[config.mk]
export PLATFORM = sky130hd
export DESIGN_NAME = ysyx_25050141_ifu
export DESIGN_NICKNAME = d
export VERILOG_FILES = /design/src/rtl/ysyx_25050141_ifu.sv
export SDC_FILE = /design/constraint.sdc
export NUM_CORES = 1
export LEC_CHECK = 0
export BUFFER_PORTS_ARGS = -buffer_cell sky130_fd_sc_hd__buf_2
export CAP_MARGIN = 20
export CORE_MARGIN = 2
export CORE_UTILIZATION = 47
export DETAILED_ROUTE_END_ITERATION = 8
export GPL_TIMING_DRIVEN = 0
export HOLD_SLACK_MARGIN = 0.15
export PLACE_DENSITY = 0.85
export SETUP_SLACK_MARGIN = 0.3
export SLEW_MARGIN = 15
export SYNTH_ARGS = -nofsm -noshare
export SYNTH_HDL_FRONTEND = slang
export SYNTH_SLANG_ARGS = --single-unit
[constraint.sdc]
create_clock -name clk -period 1.7 [get_ports clk]
set_input_delay 0.085 -clock clk [delete_from_list [all_inputs] [get_ports clk]]
set_output_delay 0.085 -clock clk [all_outputs]
set_load 0.01 [all_outputs]
[src/rtl/ysyx_25050141_ifu.sv]
// Instruction fetch unit: owns the PC, keeps one imem read in flight and hands
// {pc, instr} to decode over a valid/ready handshake, squashing wrong-path fetches.
module ysyx_25050141_ifu #(
  parameter int unsigned          PC_WIDTH    = 32,
  parameter int unsigned          INSTR_WIDTH = 32,
  parameter logic [PC_WIDTH-1:0]  RESET_PC    = 32'h8000_0000
) (
  input  logic                            clk,
  input  logic                            rst,
  // instruction memory request channel
  output logic                            imem_req_valid,
  input  logic                            imem_req_ready,
  output logic [PC_WIDTH-1:0]             imem_req_addr,
  // instruction memory response channel
  input  logic                            imem_resp_valid,
  input  logic [INSTR_WIDTH-1:0]          imem_resp_data,
  input  logic                            imem_resp_err,
  // redirect from branch/jump/trap resolution
  input  logic                            redirect_valid,
  input  logic [PC_WIDTH-1:0]             redirect_pc,
  // decode channel
  output logic                            IF_to_DE_valid,
  input  logic                            DE_ready,
  output logic [PC_WIDTH+INSTR_WIDTH-1:0] IF_to_DE_bus,
  output logic                            if_fault,
  // debug view of the fetch FSM
  output logic [1:0]                      dbg_state
);

  // Handshake rule for every channel here: a transfer happens on a rising edge
  // where valid and ready are both 1; valid never depends on the same-cycle ready.
  localparam logic [1:0] S_REQ  = 2'd0;
  localparam logic [1:0] S_WAIT = 2'd1;
  localparam logic [1:0] S_OUT  = 2'd2;

  localparam logic [INSTR_WIDTH-1:0] NOP_INSTR = INSTR_WIDTH'(32'h0000_0013);

  logic [1:0]             state;
  logic [PC_WIDTH-1:0]    pc;
  logic [INSTR_WIDTH-1:0] instr_q;
  logic                   fault_q;
  logic                   discard;

  logic [PC_WIDTH-1:0]    redirect_target;
  logic                   de_fire;

  assign redirect_target = redirect_pc & ~PC_WIDTH'(3);

  // Reset gates the decodes so nothing is offered while rst is low.
  assign imem_req_valid = rst && (state == S_REQ);
  assign imem_req_addr  = pc;
  assign IF_to_DE_valid = rst && (state == S_OUT) && !redirect_valid;
  assign IF_to_DE_bus   = {pc, instr_q};
  assign if_fault       = fault_q && IF_to_DE_valid;
  assign dbg_state      = state;

  assign de_fire = IF_to_DE_valid && DE_ready;

  always_ff @(posedge clk) begin
    if (!rst) begin
      state   <= S_REQ;
      pc      <= RESET_PC;
      instr_q <= NOP_INSTR;
      fault_q <= 1'b0;
      discard <= 1'b0;
    end else begin
      if (redirect_valid) begin
        pc <= redirect_target;
      end
      case (state)
        S_REQ: begin
          // A request accepted alongside a redirect is for the old PC: drop its data.
          if (imem_req_ready) begin
            state   <= S_WAIT;
            discard <= redirect_valid;
          end
        end
        S_WAIT: begin
          if (imem_resp_valid) begin
            if (discard || redirect_valid) begin
              discard <= 1'b0;
              state   <= S_REQ;
            end else begin
              instr_q <= imem_resp_data;
              fault_q <= imem_resp_err;
              state   <= S_OUT;
            end
          end else if (redirect_valid) begin
            discard <= 1'b1;
          end
        end
        S_OUT: begin
          if (redirect_valid) begin
            state <= S_REQ;
          end else if (de_fire) begin
            pc    <= pc + PC_WIDTH'(4);
            state <= S_REQ;
          end
        end
        default: begin
          state   <= S_REQ;
          discard <= 1'b0;
        end
      endcase
    end
  end

endmodule

### Word level (Yosys, flattened, before mapping)

Cells that the tools add are included.

| word-level totals | value |
|---|---|
| word-level logic and storage cells | 41 |
| register bits after elaboration | 68 |
| input bits | 71 |
| output and inout bits | 101 |

| cells by class | value |
|---|---|
| muxes and demuxes | 15 |
| eq/ne operators | 7 |
| reductions and logical operators | 11 |
| bitwise operators | 2 |
| add/subtract/negate cells | 1 |

Operators by type and width:

| operator | count |
|---|---|
| two-way mux 32 bit | 4 |
| adder 32 x 3 -> 32 bit, second input constant | 1 |
| two-way mux 2 bit | 5 |
| inequality test 3 bit, second input constant | 3 |
| case mux 2 bit (3 select lines) | 1 |
| AND reduction 3 bit | 2 |
| logical AND 1 bit | 5 |
| two-way mux 1 bit | 4 |
| inequality test 2 bit, second input constant | 2 |
| AND reduction 4 bit | 1 |
| case mux 1 bit (3 select lines) | 1 |
| == test 2 x 1 -> 1 bit, second input constant | 1 |
| == test 2 bit, second input constant | 1 |
| zero test 2 bit | 1 |
| inverter 1 bit | 2 |
| zero test 1 bit | 1 |
| logical OR 1 bit | 1 |

### Logic depth before layout (Yosys ltp)

| logic depth | value |
|---|---|
| word-level depth | 7 |
| depth in mapped cells | 7 |
| depth with buffers taken out | 6 |

### Worst setup path after synthesis

OpenSTA, ideal clock, no wires.

| path | value |
|---|---|
| path kind | register -> register |
| start point | reg pc[2], in the netlist imem_req_addr[2] |
| end point | reg pc[24], in the netlist imem_req_addr[24] |
| cell stages (with the launch flop) | 7 |
| library setup time | 0.128 ns |
| slack | 0.050 ns |
| path buffers | 0 |
| arrival time | 1.522 ns |
| period minus slack after synthesis | 1.650 ns |
| required time | 1.572 ns |
| cell sequence | dfxtp_1 ha_1 nand4_2 nor3_2 nand4_1 xor2_1 o21ai_1 |

| between the ends | value |
|---|---|
| longest elaborated chain between the ends | 4 |

Ends and longest elaborated chain:

| element | RTL line | text |
|---|---|---|
| from (decl) | 39 | `logic [PC_WIDTH-1:0] pc;` |
| from (signal assigned) | 68 | `pc <= redirect_target;` |
| from (signal assigned) | 96 | `pc <= pc + PC_WIDTH'(4);` |
| adder 32 x 3 -> 32 bit | 96 |  |
| two-way mux 32 bit | 95 | `end else if (de_fire) begin` |
| two-way mux 32 bit | 93 | `if (redirect_valid) begin` |
| two-way mux 32 bit | 70 | `case (state)` |

Every way passes these cells.
A chain may end at the register's enable or synchronous reset.

### Final worst setup path

| path | value |
|---|---|
| start point | reg state[0], in the netlist dbg_state[0] |
| end point | reg pc[19], in the netlist imem_req_addr[19] |

| between the ends | value |
|---|---|
| longest elaborated chain between the ends | 7 |

Ends and longest elaborated chain:

| element | RTL line | text |
|---|---|---|
| from (decl) | 38 | `logic [1:0] state;` |
| from (signal assigned) | 61 | `state <= S_REQ;` |
| from (signal assigned) | 74 | `state <= S_WAIT;` |
| from (signal assigned) | 82 | `state <= S_REQ;` |
| == test 2 bit (*) | 52, 70 |  |
| logical AND 1 bit (2 in series) | 52 | `assign IF_to_DE_valid = rst && (state == S_OUT) && !redirect_valid;` |
| logical AND 1 bit | 57 | `assign de_fire = IF_to_DE_valid && DE_ready;` |
| two-way mux 32 bit | 95 |  |
| two-way mux 32 bit | 93 |  |
| two-way mux 32 bit (*) | 70 |  |

Mark *: on every way between the ends. The rest lies on a longest branch, timed or not.

==> results.cfg <==
[status]
status = complete, no violations

[die]
dieArea_um2 = 8478
core-area_um2 = 7607
pin_count = 172
die_x_um = 92.08
start_util_pct = 47.93
die_h_um = 92.08
fp-row-count = 32

[clocking]
cts_made_buffers = 9
htreeDepth = 3
path_clk_slew_ps = 80
cts_sinks = 68
cts_root_buffer = clkbuf_8
clock_path_buffers = 2
cts_tree = done
clock_latency_ps = 360

[synth]
ys_top_cells_by_count = 87 x nand2_1, 68 x dfxtp_1, 32 x buf_4, 30 x a21boi_0, 22 x nand3_1
synth_top_cell_area_share_pct = 37.34
ys_top_cells_by_area = dfxtp_1 37%, nand2_1 9.0%, buf_4 6.6%
synth_edf_count = 0
syn_avg_cell_area_um2 = 8.559
syn-cell-area_um2 = 3646
synth-main-ff-cell = dfxtp_1
yosysSeqAreaShare_pct = 37.34
synthCells = 426
synth.most_common_cell = nand2_1
synth_seq_cells = 68
synth_top_area_cell = dfxtp_1
synthArstFlopShare_pct = 0
ys_warn_count = 0
yosysUniqueCellTypes = 44
synth_fp_nets = 498

[sta]
rsz0062_at_grt = true
slew_headroom_pct = 61.23
fin_tns_setup_ps = 0
hold_violations = 0
period_minus_slack_ps = 1569
clock_skew_ps = 8.194
setup_viol = 0
setup_slack_ps = 130.9
max_freq_mhz = 637.3
worst_pin_slew_ps = 581.5
period_share_pct = 92.30
slew_viol_final = 0
holdWs_ps = 328.6

[final_layout]
fillCellCount = 434
final_layout_size_suffix_gt1_share_pct = 47.84
regArea_um2 = 1441
multi_input_area_um2 = 2142
syn_to_final_growth_pct = 72.79
nNetsFinal = 786
final_cell_area_um2 = 6300
diodes = 0

[worst_setup_path]
endpoint_kind = flip-flop
crit_type = reg -> reg
cp.required_ps = 1930
setup.worst_path.start_class = flip-flop
cp_max_fo = 8
arrival_ps = 1800
crit_start = dbg_state[0]
r2r-start = dbg_state[0]

[routing]
ant_nets = 0
vias_per_cell = 5.533
vias = 4543
first_pass_iters = 5
avgRoutedWirePerCell_um = 18.82
drc = 0
drt_iter0_drc = 260
wl_mm = 15.45

[place]
post_dp_cell_area_um2 = 4736
portBuffers = 168
gp_congestion = 0.9043
pre_cts_slack_ps = 49.12
hpwl_mm = 7.845

[job]
maxCapViolations = 0

[worst_hold_path]
hold_class = in -> reg
hp-start = rst

[grt]
grtUsageTotal_pct = 33.73
overflow = 0
antenna_found_initial = 0
grt_pass1_vias = 4486
grt_pass1_wl_mm = 22.41
grt_max_degree = 13

[power]
vdd_drop_max_mv = 0.5009
finalPower_uw = 4031
power.density_nw_per_um2 = 639.9
leakage_uw = 0.003015
-- through the flow --
step	std cells	utilization, %
2_1_floorplan	426	-
3_3_place_gp	696	62.25
3_5_place_dp	696	62.25
4_1_cts	809	79.82
5_1_grt	821	82.81
6_report	821	82.81
-- placed cells by master (no fill, tap or decap), drive strengths merged, types with 5 or more instances in the layout --
cell type / synthesis / layout
nand2b: 5 / 5
dfxtp: 68 / 68
nand2: 87 / 87
nor2b: 12 / 12
nor3: 6 / 6
o22ai: 6 / 6
mux2: 8 / 8
xor2: 12 / 12
nand3: 22 / 22
a22o: 11 / 11
buf: 44 / 260
nand4: 8 / 9
a21boi: 30 / 30
clkbuf: 14 / 18
xnor2: 16 / 16
mux2i: 9 / 9
dlygate4sd3: 0 / 66
o21ai: 21 / 21
inv: 3 / 5
nor2: 10 / 10
-- power by group --
group	switching, µW	internal (µW)	leakage (µW)
Clock	698	770	0.000109
Combinational	372	466	0.00234
Sequential	80.7	1650	0.000570
-- path summary, 6_finish.rpt --
kind                             to  slack [ps]  depth (start not counted)
setup / recovery  imem_req_addr[19]         130                          7
hold / removal          instr_q[31]         330                          3
setup reg to reg  imem_req_addr[19]         130                          7
hold reg to reg         instr_q[25]         460                          2
-- area by class of cell --
type / count / share of cell area (%)
Sequential cell: 68 / 22.88
Multi-Input combinational cell: 298 / 34.00
Tap cell: 102 / 2.026
Clock buffer: 11 / 2.423
Clock inverter: 5 / 0.8937
Buffer: 58 / 7.170
Inverter: 3 / 0.1787
Timing Repair Buffer: 276 / 30.43
-- repair_timing --
item,4_1_cts,5_1_grt
endpoints found under the setup margin,62,64
setup buffers,26,11
gates resized for setup,47,64
gates cloned,4,1
hold buffers,67,0
hold endpoints to repair,66,0
pin swaps,14,16
-- routing by layer --
layer | global-route usage, % | wire length (µm) | up-vias
met5 | 0 | 0 | -
met4 | 17.66 | 606 | 0
met3 | 8.628 | 1427 | 64
met2 | 60.17 | 7867 | 328
met1 | 36.59 | 5552 | 2139
li1 | - | - | 2012
-- state kept, by name, indices dropped and copies added (netlist names) --
register and count:
dbg_state 2, fault_q 1, discard 1, imem_req_addr 32
instr_q 32
-- cell families (layout without fill, tap and decap cells) --
| family | count (synthesis) | after routing | share of synthesized area (%) |
|---|---|---|---|
| and+or+nand+nor | 175 | 176 | 25.84 |
| AOI/OAI and AO/OA | 76 | 76 | 14.89 |
| DFF | 68 | 68 | 37.34 |
| buffers and inverters | 61 | 353 | 9.918 |
| xor gates and xnor gates | 28 | 28 | 6.726 |
| muxes | 17 | 17 | 4.942 |
| adders and majority gates | 1 | 1 | 0.3431 |
-- worst max-delay path, stage by stage, from the launching register on --
cell and delay [ps]:
dfxtp_2 330, buf_6 110, and4bb_4 400, nand2_8 110, buf_8 170, a22o_1 180, nand2_1 60, o21ai_1 80
(Power assumes the default switching activity.)
